## config.mk

```make
export PLATFORM = sky130hd
export DESIGN_NAME = mux_16_1_3b
export DESIGN_NICKNAME = d
export VERILOG_FILES = /design/src/rtl/mux_pkg.sv /design/src/rtl/mux_sel_comb.sv /design/src/rtl/mux_16_1_3b.sv
export SDC_FILE = /design/constraint.sdc
export NUM_CORES = 1
export LEC_CHECK = 0
export CAP_MARGIN = 30
export CORE_AREA = 2 2 39 41
export CTS_CLUSTER_SIZE = 20
export DETAILED_ROUTE_END_ITERATION = 7
export DIE_AREA = 0 0 41 43
export DONT_BUFFER_PORTS = 1
export GPL_TIMING_DRIVEN = 0
export HOLD_SLACK_MARGIN = 0.08
export PLACE_DENSITY = 0.54
export SYNTH_ARGS = -nofsm -noshare
export SYNTH_HDL_FRONTEND = slang
export SYNTH_HIERARCHICAL = 1
export SYNTH_SLANG_ARGS = --single-unit
```

## constraint.sdc

```tcl
create_clock -name clk -period 0.9 [get_ports clk]
set_input_delay 0.135 -clock clk [delete_from_list [all_inputs] [get_ports clk]]
set_output_delay 0.135 -clock clk [all_outputs]
set_load 0.02 [all_outputs]
```

## src/rtl/mux_pkg.sv

```systemverilog
// Shared constants for the 16:1 registered channel multiplexer family.
package mux_pkg;

   localparam int SEL_W    = 4;
   localparam int MAX_CH   = 16;
   localparam int DEF_N_CH = 12;
   localparam int DEF_W    = 3;

endpackage

```

## src/rtl/mux_sel_comb.sv

```systemverilog
// Combinational 16-way channel decode; unpopulated channels read as zero.
// Optional out-of-range flag output exists only with MUX16_SEL_ERR_EN.
module mux_sel_comb
   import mux_pkg::*;
#(
   parameter int N_CH = DEF_N_CH,
   parameter int W    = DEF_W
) (
   input  logic [SEL_W-1:0]  sel,
   input  logic [N_CH*W-1:0] entradas,
   output logic [W-1:0]      data
`ifdef MUX16_SEL_ERR_EN
   ,
   output logic              err
`endif
);

   logic [W-1:0] chan [MAX_CH];

   // Pad the populated channels out to a full 16-entry table so every SEL code decodes directly.
   generate
      for (genvar i = 0; i < MAX_CH; i++) begin : g_chan
         if (i < N_CH) begin : g_used
            assign chan[i] = entradas[W*i +: W];
         end else begin : g_unused
            assign chan[i] = '0;
         end
      end
   endgenerate

   assign data = chan[sel];

`ifdef MUX16_SEL_ERR_EN
   localparam logic [SEL_W:0] NCH_L = (SEL_W+1)'(N_CH);
   assign err = ({1'b0, sel} >= NCH_L);
`endif

endmodule

```

## src/rtl/mux_16_1_3b.sv

```systemverilog
// Registered 16:1 multiplexer of N_CH channels of W bits, one cycle latency.
// Define MUX16_SEL_ERR_EN to add the registered out-of-range flag sel_err.
module mux_16_1_3b
   import mux_pkg::*;
#(
   parameter int N_CH = DEF_N_CH,
   parameter int W    = DEF_W
) (
   input  logic              clk,
   input  logic              rst_n,
   input  logic [SEL_W-1:0]  SEL,
   input  logic [N_CH*W-1:0] entradas,
   output logic [W-1:0]      salida
`ifdef MUX16_SEL_ERR_EN
   ,
   output logic              sel_err
`endif
);

   generate
      if (N_CH < 1 || N_CH > MAX_CH || W < 1) begin : g_bad_cfg
         $error("mux_16_1_3b: N_CH must be 1..16 and W must be >= 1");
      end
   endgenerate

   logic [W-1:0] sel_data;
`ifdef MUX16_SEL_ERR_EN
   logic         sel_oor;
`endif

   mux_sel_comb #(
      .N_CH (N_CH),
      .W    (W)
   ) u_sel (
      .sel      (SEL),
      .entradas (entradas),
      .data     (sel_data)
`ifdef MUX16_SEL_ERR_EN
      ,
      .err      (sel_oor)
`endif
   );

   always_ff @(posedge clk or negedge rst_n) begin
      if (!rst_n) begin
         salida <= '0;
      end else begin
         salida <= sel_data;
      end
   end

`ifdef MUX16_SEL_ERR_EN
   always_ff @(posedge clk or negedge rst_n) begin
      if (!rst_n) begin
         sel_err <= 1'b0;
      end else begin
         sel_err <= sel_oor;
      end
   end
`endif

endmodule

```

Yosys cells after proc, flatten, opt, wreduce, memory -nomap -nowiden
Index checks and enable logic that the tools add are counted.
{"block": "op_classes", "bitwise_logic": 1, "order_cmp": 1, "mux": 3}
{"operator": "$bmux 3 s4", "count": 1}
{"operator": "$mux 3", "count": 2}
{"operator": "$ge 5x5->1 const B", "count": 1}
{"operator": "$not 4->5", "count": 1}
{"block": "totals", "out_inout_bits": 3, "inputBits": 42, "reg_bits": 3}

Depth between registers and ports, before layout
{"block": "depth", "depth_word": 4, "mapped_depth": 4, "ltp_nobuf": 3}

Modules after synthesis
The synthesis kept the hierarchy.
{"mod": "mux_sel_comb", "instances": 1, "area_each_um2": 322.8, "seq_area_each_um2": 0.0, "cells_each": 29}
{"mod": "mux_16_1_3b", "instances": 1, "area_each_um2": 75.1, "seq_area_each_um2": 75.1, "cells_each": 3}

Worst setup path before layout
No wires, ideal clock.
{"block": "synth_path", "kind": "input -> register", "startpoint": "input SEL[0]", "endpoint": "register salida[1]", "stages": 4, "arrival_time_ps": 930, "setup_slack_ps": -152, "path_cell_list": "buf_6 -> mux4_1 -> nand2_1 -> o31ai_2"}
{"block": "synth_between", "elab_chain_cells": 4}
{"element": "start, declared", "line": "mux_16_1_3b.sv:11", "rtl": "input logic [SEL_W-1:0] SEL,"}
{"element": "$not 4->5 (implied by the code)", "line": "mux_sel_comb.sv:31", "rtl": "assign data = chan[sel];"}
{"element": "$bmux 3 s4", "line": "mux_sel_comb.sv:31"}
{"element": "$mux 3 (implied by the code) (2 in a row)", "line": "mux_sel_comb.sv:31"}
{"element": "via sel_data[1]", "line": "mux_16_1_3b.sv:26", "rtl": "logic [W-1:0] sel_data;"}
{"element": "end signal, assigned", "line": "mux_16_1_3b.sv:48", "rtl": "salida <= sel_data;"}
{"element": "end, declared", "line": "mux_16_1_3b.sv:13", "rtl": "output logic [W-1:0] salida"}
The timed path passes the listed nets, and every way through them passes these cells. The select of a mux whose other input is x is not followed.

Final worst setup path
{"block": "layout_path", "startpoint": "input SEL[3]", "endpoint": "register salida[0]"}
Same word-level chain as after synthesis.

==> results.txt <==
----------------------------------------------------
[Status]
  Result of the run ... finished clean

[Final layout]
  Non-Filler Instances ... 54
  Max reg flops ... 3
  Number of nets in the finished design ... 81
  Register ranked first by flip-flop count ... salida
  Signed area change from the synthesized netlist to the final layout ... 17.9%
  Number of fill cells in the layout ... 148
  Share of cells above drive strength 1 ... 47.4%
  Registers with the highest flip-flop counts ... salida: 3 flops
  Total inserted antenna cells ... 0

[Clock tree]
  Clock sink total ... 3
  Clock tree from TritonCTS ... done
  # Post-CTS Setup Buffers ... 0
  Clock transition at path regs ... 0.04 ns
  CTS H-tree lvls ... 1
  Buffer levels on the longest clock path ... 2
  Cell chosen for the clock root ... sky130_fd_sc_hd__clkbuf_4
  Number of buffers added by the clock tree synthesis step ... 3

[Synth]
  Share of Yosys cell area claimed by the top area cell type ... 33.0%
  Mean cell area of the mapped netlist ... 12.4 µm²
  Ys flop type ... sky130_fd_sc_hd__dfrtp_1
  Gate Count Post-Synth ... 32
  Cell with the most instances after synthesis ... sky130_fd_sc_hd__mux2_2
  Yosys warnings ... 6
  Proportion of synthesized chip area in sequential cells ... 18.9%
  Synthesized flop and latch total ... 3
  Cell types with the highest counts after synthesis ... sky130_fd_sc_hd__mux2_2, sky130_fd_sc_hd__mux4_1, sky130_fd_sc_hd__nand2_1
  Net count after synthesis ... 74
  Cell area after technology mapping ... 398 µm²
  Number of distinct library cells after synthesis ... 13
  Share of flip-flops with an asynchronous set or reset after synthesis ... 100%
  Top area cells in the synthesized netlist ... sky130_fd_sc_hd__mux4_1, sky130_fd_sc_hd__dfrtp_1, sky130_fd_sc_hd__mux2_2
  Cell taking the most area after synthesis ... sky130_fd_sc_hd__mux4_1
  Number of synthesized flops with an enable pin ... 0

[Global routing]
  Global-route total usage across every layer ... 11.6%
  Number of antenna violations at the first check in global routing ... 0
  First-pass GRT wire length ... 1390 µm
  GRT overflow ... 0
  Pin count of the biggest net entering global routing ... 11
  Via count of the first global-routing pass ... 350

[Min path]
  Beginning of the worst hold path ... SEL[2]
  Hold WC Path Type ... in2reg
  Min-Delay Endpoint ... salida[1]
  Hold depth ... 2

[Timing]
  Worst Slack Setup Final ... 0.0391 ns
  Setup repair after global routing missed its margin ... false
  Number of hold-slack violations in the final timing report ... 0
  Fin crit share ... 95.7%
  Tmin final ... 0.861 ns
  Count of pins over their slew limit ... 0
  Relative slew slack ... 86.4%
  Finish-stage setup viols ... 0
  Highest clock rate ... 1160 MHz
  Slew of the pin with the lowest slew margin ... 0.202 ns
  Final sum of negative setup slack ... 0 ns

[Placement]
  Count of placed standard cells including taps ... 48
  Setup slack after placement ... -0.174 ns
  Routability congestion estimate from global placement ... 0.618
  Port Buffer Count ... 0
  Detailed placement HPWL ... 779 µm

[Floorplanning]
  Area enclosed by the die boundary ... 1760 µm²
  Core Footprint ... 1380 µm²
  Overall die height ... 43 µm
  Die X ... 41 µm
  Count of pins on the block boundary ... 45
  Effective utilization at floorplan ... 28.8%
  Site Rows ... 14

[Route]
  Post-Route M1 WL ... 250 µm
  Top routing layer in use ... met3
  Remaining design rule violation count ... 0
  Via count ... 303
  Detailed Routing Iterations Pass 1 ... 1
  Met2 wire length ... 564 µm
  DRC marker count from the first detailed-route iteration ... 0
  Final Routed Wirelength ... 879 µm
  Met3 wire len ... 64 µm
  Ratio of routed vias to standard cells ... 5.61
  ANT nets after route ... 0
  WL per Instance ... 16.3 µm

[Worst setup path]
  Maximum fanout along the worst path ... 3
  Classification of the worst setup path ... in2reg
  Cell type of the slowest stage on the worst timing path ... sky130_fd_sc_hd__dlygate4sd3_1
  Required time worst endpoint ... 1.04 ns
  WP buf/inv ... 1
  Maximum single-stage delay on the critical path ... 0.60 ns
  Startpoint class of the critical path ... input pin
  Delay-heaviest family, CP ... buffers and inverters
  Element type at the critical path end ... register
  Signal arrival time at the worst endpoint ... 1.00 ns
  CP cell instances ... dlygate4sd3_1 -> o31ai_1

[Pwr]
  Power density normalized to cell area ... 1200 nW/µm²
  Worst-case vdd ir drop ... 0.000268 V
  Static Leak ... 0.174 nW

[Job]
  # Max-Cap Violations ... 0

----------------------------------------------------
==> metrics by stage <==
| stage | cell area, µm² | power [mW] | utilization [%] | hold WS [ns] |
|---|---|---|---|---|
| after floorplan | 398 | 0.303 | - | -0.161 |
| after global placement | 418 | 0.315 | 30.2 | -0.161 |
| after detailed placement | 418 | 0.319 | 30.2 | -0.161 |
| after CTS | 464 | 0.579 | 33.5 | 0.0861 |
| after global routing | 469 | 0.615 | 33.9 | 0.0949 |
| final | 469 | 0.565 | 33.9 | 0.0925 |
==> routing by layer <==
layer / vias to the layer above / track usage (%)
met4: 0 / 8.00
li1: 143 / -
met2: 16 / 20.6
met1: 144 / 11.8
met5: - / 0
met3: 0 / 0.524
==> what timing repair did <==
item / in CTS / in global routing
setup endpoints to repair: 0 / 1
hold buffers: 2 / 0
gates resized for setup: 0 / 1
hold endpoints to repair: 6 / 0
==> power breakdown <==
part | internal [mW] | leakage (nW) | total [mW] | switching (mW)
Clock | 0.166 | 0.0150 | 0.237 | 0.0704
Sequential | 0.151 | 0.0368 | 0.176 | 0.0249
Combinational | 0.0989 | 0.122 | 0.152 | 0.0532
Total | 0.416 | 0.174 | 0.565 | 0.148
==> worst max-delay path by stage <==
stage	from	end	slack [ns]	depth (start not counted)
after global routing	SEL[3]	salida[0]	0.002	2
after CTS	SEL[3]	salida[0]	0.05	2
after floorplan	SEL[0]	salida[1]	-0.14	4
final	SEL[3]	salida[0]	0.04	2
after global placement	SEL[0]	salida[1]	-0.17	4
after detailed placement	SEL[0]	salida[1]	-0.17	4
==> layout make-up <==
class                   instances  area (µm²)  share of cell area (%)
multi-input cells              27         303                    64.5
flip-flops and latches          3        75.1                    16.0
clock buffers                   4        26.3                    5.60
plain buffers                   2        25.0                    5.33
repair buffers                  2        20.0                    4.27
well taps                      16        20.0                    4.27
==> logic make-up (layout without fill, tap and decap cells) <==
logic type | Yosys count | after routing | share of synthesized area, %
AOI/OAI and AO/OA | 6 | 6 | 11.6
buffers and inverters | 2 | 8 | 4.09
muxes | 12 | 12 | 55.7
and+or+nand+nor | 9 | 9 | 9.75
DFF | 3 | 3 | 18.9
==> placed cells by master, fill, tap and decap left out <==
master	count
sky130_fd_sc_hd__nand2_1	4
sky130_fd_sc_hd__nor2_1	2
sky130_fd_sc_hd__nor2b_1	1
sky130_fd_sc_hd__clkbuf_2	1
sky130_fd_sc_hd__mux4_2	4
sky130_fd_sc_hd__clkbuf_4	3
sky130_fd_sc_hd__dfrtp_1	3
sky130_fd_sc_hd__dlygate4sd3_1	2
sky130_fd_sc_hd__mux4_1	2
sky130_fd_sc_hd__clkbuf_1	1
sky130_fd_sc_hd__o31ai_2	2
sky130_fd_sc_hd__buf_12	1
sky130_fd_sc_hd__nor2_2	1
sky130_fd_sc_hd__o22ai_1	3
sky130_fd_sc_hd__mux2_2	6
sky130_fd_sc_hd__o31ai_1	1
sky130_fd_sc_hd__nand2b_1	1
(Power assumes the default switching activity.)
